<file path="src/rtl/adc_readout_arbiter_pkg.sv">
// adc_readout_arbiter_pkg: shared readout config, arbiter state type and header magic
package adc_readout_arbiter_pkg;
  localparam int PS_AXIS_WIDTH = 32;
  localparam int ADC_BUFFER_FLUSH = 4;
  localparam logic [7:0] ADC_ARB_HDR_MAGIC = 8'hA5;
  typedef enum logic [1:0] {IDLE, HEADER, GRANT, FLUSH} arb_state_t;
endpackage

</file>
<file path="src/rtl/adc_readout_arbiter_if.sv">
// adc_readout_arbiter_if: per-channel capture streams in, merged PS stream out
interface adc_readout_arbiter_if import adc_readout_arbiter_pkg::*; #(
  parameter int NUM_CH = 4,
  parameter int DATA_W = PS_AXIS_WIDTH
);
  localparam int IW = $clog2(NUM_CH);
  logic [NUM_CH*DATA_W-1:0] s_axis_tdata;
  logic [NUM_CH-1:0] s_axis_tvalid;
  logic [NUM_CH-1:0] s_axis_tlast;
  logic [NUM_CH-1:0] s_axis_tready;
  logic [DATA_W-1:0] m_axis_tdata;
  logic m_axis_tvalid;
  logic m_axis_tlast;
  logic [IW-1:0] m_axis_tid;
  logic m_axis_tready;
  modport master (
    input s_axis_tdata, s_axis_tvalid, s_axis_tlast, m_axis_tready,
    output s_axis_tready, m_axis_tdata, m_axis_tvalid, m_axis_tlast, m_axis_tid
  );
  modport slave (
    output s_axis_tdata, s_axis_tvalid, s_axis_tlast, m_axis_tready,
    input s_axis_tready, m_axis_tdata, m_axis_tvalid, m_axis_tlast, m_axis_tid
  );
endinterface

</file>
<file path="src/rtl/adc_readout_arbiter_skid.sv">
// axis_skid_buffer: two-entry AXI-Stream register slice with registered ready
module axis_skid_buffer #(
  parameter int W = 8
) (
  input  logic         clk,
  input  logic         rst,
  input  logic         clr,
  input  logic [W-1:0] in_data,
  input  logic         in_valid,
  output logic         in_ready,
  output logic [W-1:0] out_data,
  output logic         out_valid,
  input  logic         out_ready
);
  logic [W-1:0] sk_data;
  logic sk_valid;
  assign in_ready = !sk_valid;
  always_ff @(posedge clk) begin
    if (rst || clr) begin
      out_valid <= 1'b0;
      out_data <= '0;
      sk_valid <= 1'b0;
      sk_data <= '0;
    end else if (out_ready || !out_valid) begin
      out_valid <= sk_valid || in_valid;
      out_data <= sk_valid ? sk_data : in_data;
      sk_valid <= 1'b0;
    end else if (in_valid && in_ready) begin
      sk_valid <= 1'b1;
      sk_data <= in_data;
    end
  end
endmodule

</file>
<file path="src/rtl/adc_readout_arbiter.sv">
// adc_readout_arbiter: round-robin burst arbiter merging NUM_CH ADC capture streams onto one PS stream
// Define ADC_ARB_HEADER_EN to prefix every burst with an {A5, id, seq} header beat.
module adc_readout_arbiter import adc_readout_arbiter_pkg::*; #(
  parameter int NUM_CH = 4,
  parameter int DATA_W = PS_AXIS_WIDTH,
  parameter int BURST_LEN = 256
) (
  input  logic                 clk,
  input  logic                 rst,
  input  logic [15:0]          gpio_ctrl,
  input  logic [NUM_CH-1:0]    ch_enable,
  adc_readout_arbiter_if.master bus,
  output logic                 busy
);
  localparam int IW = $clog2(NUM_CH);
  localparam int CW = $clog2(BURST_LEN);
  arb_state_t state, nxt;
  logic [IW-1:0] g, ptr;
  logic [CW-1:0] cnt;
  logic [IW:0] pick;
  logic flush, acc, last, in_valid, in_ready;
  logic [DATA_W-1:0] in_tdata;
  logic [DATA_W+IW:0] out_w;
  function automatic logic [IW:0] rr_pick(input logic [IW-1:0] p, input logic [NUM_CH-1:0] r);
    rr_pick = '0;
    for (int i = NUM_CH; i >= 1; i--) begin
      int k;
      k = (int'(p) + i) % NUM_CH;
      if (r[k]) rr_pick = {1'b1, IW'(k)};
    end
  endfunction
  assign flush = gpio_ctrl[ADC_BUFFER_FLUSH];
  assign pick = rr_pick(ptr, ch_enable & bus.s_axis_tvalid);
  assign last = bus.s_axis_tlast[g] || cnt == CW'(BURST_LEN - 1);
  assign acc = state == GRANT && bus.s_axis_tvalid[g] && in_ready && !flush;
  assign bus.s_axis_tready = state == FLUSH ? '1 : (state == GRANT && in_ready) ? NUM_CH'(1) << g : '0;
  assign busy = state == GRANT || state == HEADER || bus.m_axis_tvalid;
  assign {bus.m_axis_tdata, bus.m_axis_tid, bus.m_axis_tlast} = out_w;
`ifdef ADC_ARB_HEADER_EN
  localparam arb_state_t START = HEADER;
  logic [15:0] seq [NUM_CH];
  logic [DATA_W-1:0] hdr;
  always_comb begin
    hdr = '0;
    hdr[DATA_W-1:24] = (DATA_W-24)'(ADC_ARB_HDR_MAGIC);
    hdr[23:16] = 8'(g);
    hdr[15:0] = seq[g];
  end
  assign in_tdata = state == HEADER ? hdr : bus.s_axis_tdata[g*DATA_W +: DATA_W];
  // Sequence numbers count completed bursts only; flush leaves them alone.
  always_ff @(posedge clk) begin
    if (rst) seq <= '{default: '0};
    else if (acc && last) seq[g] <= seq[g] + 16'd1;
  end
`else
  localparam arb_state_t START = GRANT;
  assign in_tdata = bus.s_axis_tdata[g*DATA_W +: DATA_W];
`endif
  always_comb begin
    nxt = state;
    in_valid = 1'b0;
    case (state)
      IDLE: nxt = pick[IW] ? START : IDLE;
      HEADER: begin
        in_valid = 1'b1;
        nxt = in_ready ? GRANT : HEADER;
      end
      GRANT: begin
        in_valid = bus.s_axis_tvalid[g];
        nxt = (acc && last) ? IDLE : GRANT;
      end
      FLUSH: nxt = flush ? FLUSH : IDLE;
      default: nxt = IDLE;
    endcase
    if (flush) nxt = FLUSH;
  end
  always_ff @(posedge clk) begin
    if (rst) begin
      state <= IDLE;
      g <= '0;
      ptr <= '0;
      cnt <= '0;
    end else begin
      state <= nxt;
      if (state == IDLE && pick[IW]) begin
        g <= pick[IW-1:0];
        cnt <= '0;
      end
      if (acc) cnt <= cnt + CW'(1);
      if (acc && last) begin
        ptr <= g;
        cnt <= '0;
      end
      if (flush) cnt <= '0;
    end
  end
  axis_skid_buffer #(.W(DATA_W+IW+1)) u_skid (
    .clk(clk),
    .rst(rst),
    .clr(flush),
    .in_data({in_tdata, g, state == GRANT && last}),
    .in_valid(in_valid),
    .in_ready(in_ready),
    .out_data(out_w),
    .out_valid(bus.m_axis_tvalid),
    .out_ready(bus.m_axis_tready)
  );
endmodule

</file>
<file path="src/flat_wrapper.sv">
// flat-port wrapper written by rule: the top's interface ports become plain ports
module adc_readout_arbiter_flat import adc_readout_arbiter_pkg::*;
#(
  parameter int NUM_CH = 4,
  parameter int DATA_W = PS_AXIS_WIDTH,
  parameter int BURST_LEN = 256
)
  (clk, rst, gpio_ctrl, ch_enable, busy, bus_s_axis_tdata, bus_s_axis_tvalid, bus_s_axis_tlast, bus_m_axis_tready, bus_s_axis_tready, bus_m_axis_tdata, bus_m_axis_tvalid, bus_m_axis_tlast, bus_m_axis_tid);
  adc_readout_arbiter_if #(.NUM_CH(NUM_CH), .DATA_W(DATA_W)) bus_i ();
  input  logic clk;
  input  logic rst;
  input  logic [15:0] gpio_ctrl;
  input  logic [NUM_CH-1:0] ch_enable;
  output logic busy;
  input wire logic [$bits(bus_i.s_axis_tdata)-1:0] bus_s_axis_tdata;
  input wire logic [$bits(bus_i.s_axis_tvalid)-1:0] bus_s_axis_tvalid;
  input wire logic [$bits(bus_i.s_axis_tlast)-1:0] bus_s_axis_tlast;
  input wire logic [$bits(bus_i.m_axis_tready)-1:0] bus_m_axis_tready;
  output wire logic [$bits(bus_i.s_axis_tready)-1:0] bus_s_axis_tready;
  output wire logic [$bits(bus_i.m_axis_tdata)-1:0] bus_m_axis_tdata;
  output wire logic [$bits(bus_i.m_axis_tvalid)-1:0] bus_m_axis_tvalid;
  output wire logic [$bits(bus_i.m_axis_tlast)-1:0] bus_m_axis_tlast;
  output wire logic [$bits(bus_i.m_axis_tid)-1:0] bus_m_axis_tid;
  assign bus_i.s_axis_tdata = bus_s_axis_tdata;
  assign bus_i.s_axis_tvalid = bus_s_axis_tvalid;
  assign bus_i.s_axis_tlast = bus_s_axis_tlast;
  assign bus_i.m_axis_tready = bus_m_axis_tready;
  assign bus_s_axis_tready = bus_i.s_axis_tready;
  assign bus_m_axis_tdata = bus_i.m_axis_tdata;
  assign bus_m_axis_tvalid = bus_i.m_axis_tvalid;
  assign bus_m_axis_tlast = bus_i.m_axis_tlast;
  assign bus_m_axis_tid = bus_i.m_axis_tid;
  adc_readout_arbiter #(.NUM_CH(NUM_CH), .DATA_W(DATA_W), .BURST_LEN(BURST_LEN)) u_core (.clk(clk), .rst(rst), .gpio_ctrl(gpio_ctrl), .ch_enable(ch_enable), .bus(bus_i), .busy(busy));
endmodule
</file>
<file path="config.mk">
export PLATFORM = sky130hd
export DESIGN_NAME = adc_readout_arbiter_flat
export DESIGN_NICKNAME = d
export VERILOG_FILES = /design/src/rtl/adc_readout_arbiter_pkg.sv /design/src/rtl/adc_readout_arbiter_if.sv /design/src/rtl/adc_readout_arbiter_skid.sv /design/src/rtl/adc_readout_arbiter.sv /design/src/flat_wrapper.sv
export SDC_FILE = /design/constraint.sdc
export NUM_CORES = 1
export LEC_CHECK = 0
export ABC_AREA = 1
export ABC_CLOCK_PERIOD_IN_PS = 5300
export BUFFER_PORTS_ARGS = -buffer_cell sky130_fd_sc_hd__buf_2
export CORE_ASPECT_RATIO = 1.4
export CORE_MARGIN = 1.5
export CORE_UTILIZATION = 53
export DETAILED_ROUTE_END_ITERATION = 16
export PLACE_DENSITY_LB_ADDON = 0.25
export SYNTH_ARGS = -nofsm -noshare
export SYNTH_HDL_FRONTEND = slang
export SYNTH_HIERARCHICAL = 1
export SYNTH_SLANG_ARGS = --single-unit
</file>
<file path="constraint.sdc">
create_clock -name clk -period 5.3 [get_ports clk]
set_clock_uncertainty 0.1 [all_clocks]
set_input_delay 0.53 -clock clk [delete_from_list [all_inputs] [get_ports clk]]
set_output_delay 0.53 -clock clk [all_outputs]
set_load 0.02 [all_outputs]
</file>
==> reports/metrics.yaml <==
worstMarginPinSlew_ps: 918
slew_viol_final: 0
overflow: 0
clock-sinks: 86
final_cell_mix: "184 x buf_2, 177 x nand2_1, 155 x nor2_1"
cp_cell_sequence: "nor2_4 -> nand2_1 -> nand2_1 -> nor2_2 -> inv_1 -> a21oi_1 -> nor2_1 -> inv_1 -> nor2_4 -> nand3_1 -> nand2_1 -> nor2_1"
rsz0062_at_grt: "false"
placed_cells: 1060
avgViaCountPerCell: 5.32
cp_slowest_cell: "nor2_4"
drive_gt1_share_pct: 23.7
fp.coreArea_sq_um: 9410
first_pass_iters: 5
yosysSeqAreaShare_pct: 33.8
path_class: "reg -> reg"
final_util_pct: 66.3
placed_area_sq_um: 5940
start_util_pct: 54.1
avgSynthCellArea_sq_um: 6.30
cp_common_cell: "nand2_1"
finalHoldViolCount: 0
synth.distinct_cells: 31
htree_levels: 3
gp_congestion: 0.881
grt_pass1_vias: 5234
start_kind: "flop"
hold_path_class: "in -> reg"
die_area_sq_um: 10200
clk_pin_slew_ps: 60
ctsResizeCount: 0
die_h_microns: 119
slowest_delay_ps: 700
num_vias: 5726
final_common_cell: "buf_2"
outcome: "finished clean"
leakagePower_uw: 0.00295
ys_seq_elements: 86
dr.first_iter.drc_count: 320
end_kind: "flop"
post_cts_buffers: 0
drcViolationCount: 0
dieWidth_microns: 85.8
clock-root-buffer: "clkbuf_16"
min_period_ps: 2950
max-vdd-ir-drop_v: 0.000213
fin_setup_tns_ps: 0
wl_per_cell_microns: 13.2
num_rows: 42
clockBufferDepth: 2
critPathMaxFanout: 35
maxCapViolCount: 0
wirelength_microns: 14300
design_area_sq_um: 6240
grt.total_usage_pct: 28.2
grt_antenna_before_repair: 1
ios: 200
fin_crit_sh_pct: 55.6
grt_pass1_wl_microns: 23300
slew_headroom_pct: 38.7
dp_hpwl_microns: 9380
setup_viol: 0
ant_nets: 0
insertion_delay_ps: 340
syn_area_sq_um: 5090
num-nets-final: 1126
syn_to_final_growth_pct: 22.6
instances_no_fill: 1077
grt_max_degree: 73
critPathRequiredTime_ps: 5430
io_buffers: 184
fmax_ghz: 0.339
cp.arrival_ps: 3080
tritoncts: "yes"
numCtsBuffers: 9
postCtsHoldBufs: 0
synthCells: 808
power_density_nw_per_um2: 292
synth_nets: 973
ys.warnings.count: 6
## cell families (layout without fill, tap and decap cells)
logic type,Yosys count,in the layout,share of synthesized area [%]
DFF,86,86,33.8
and+or+nand+nor,474,474,40.4
adders and majority gates,6,6,1.47
AOI/OAI and AO/OA,127,127,14.2
other,0,1,0
buffers and inverters,115,273,10.1
## worst max-delay path, delay by kind of cell, from the launching register on
family,cells,cell delay [ps]
AND/OR/NAND/NOR,9,2190
AO/OA/AOI/OAI,1,50
flip-flops,1,330
buffers and inverters,2,150
## area by class of cell
class | instances | area [sq um]
clock inverters | 3 | 43.8
multi-input cells | 607 | 2860
well taps | 110 | 138
diodes | 1 | 2.50
repair buffers | 191 | 973
inverters | 66 | 251
clock buffers | 13 | 250
fillers | 930 | 3170
flip-flops and latches | 86 | 1720
## report_power, final
part	switching (uW)	internal, uW	total (uW)
clock	249	379	628
sequential	15.6	675	690
combinational	328	173	501
## registers in the layout, indices dropped and copies added (netlist names)
signal                   cells
u_core/cnt                   8
u_core/u_skid/out_valid      1
u_core/ptr                   2
u_core/g                     2
u_core/u_skid/out_data      35
u_core/u_skid/sk_data       35
u_core/state                 2
u_core/u_skid/sk_valid       1
## layer usage
layer | share of wire [%] | up-vias | track usage (%)
met5 | 0 | - | 0
met4 | 2.5 | 0 | 13.3
met3 | 6.0 | 26 | 2.98
met2 | 51 | 197 | 50.6
met1 | 41 | 2585 | 33.0
li1 | - | 2918 | -
## synthesized netlist by cell type
| cell type | n | share of area [%] |
|---|---|---|
| a21boi_0 | 1 | 0.15 |
| a21oi_1 | 16 | 1.6 |
| a22oi_1 | 31 | 4.6 |
| buf_1 | 3 | 0.22 |
| buf_2 | 19 | 1.9 |
| buf_4 | 5 | 0.74 |
| buf_6 | 4 | 0.88 |
| clkbuf_1 | 12 | 0.88 |
| clkbuf_2 | 6 | 0.59 |
| clkinv_2 | 1 | 0.098 |
| dfxtp_1 | 86 | 34 |
| ha_1 | 6 | 1.5 |
| inv_1 | 60 | 4.4 |
| inv_2 | 4 | 0.29 |
| inv_4 | 1 | 0.12 |
| nand2_1 | 177 | 13 |
| nand2_2 | 1 | 0.12 |
| nand2_4 | 3 | 0.66 |
| nand3_1 | 123 | 12 |
| nand3_2 | 1 | 0.20 |
| nand3_4 | 1 | 0.34 |
| nand4_1 | 1 | 0.12 |
| nor2_1 | 156 | 12 |
| nor2_2 | 1 | 0.12 |
| nor2_4 | 4 | 0.88 |
| nor2_8 | 2 | 0.79 |
| o21ai_0 | 71 | 7.0 |
| o21ai_1 | 5 | 0.49 |
| o31ai_1 | 3 | 0.44 |
| or2_1 | 1 | 0.12 |
| or2_2 | 3 | 0.37 |
## worst paths after layout
| check | from | end | slack (ps) | depth (start not counted) |
|---|---|---|---|---|
| worst max-delay path | u_core/g[1] | u_core/u_skid/sk_data[4] | 2350 | 12 |
| worst min-delay path | rst | u_core/state[1] | 340 | 2 |
| worst max register to register | u_core/g[1] | u_core/u_skid/sk_data[4] | 2350 | 12 |
| worst min register to register | u_core/u_skid/sk_data[27] | u_core/u_skid/sk_data[27] | 380 | 2 |
## metrics by stage
| step | hold WS [ps] | setup WS (ps) | total power [uW] |
|---|---|---|---|
| 6_report | 343 | 2350 | 1820 |
| 5_1_grt | 360 | 2030 | 1920 |
| 4_1_cts | 334 | 2340 | 1830 |
| 3_5_place_dp | 372 | 2350 | 1200 |
| 3_3_place_gp | 364 | 2400 | 1200 |
| 2_1_floorplan | 354 | 3400 | 1050 |
Power figures use the tool's default switching activity.
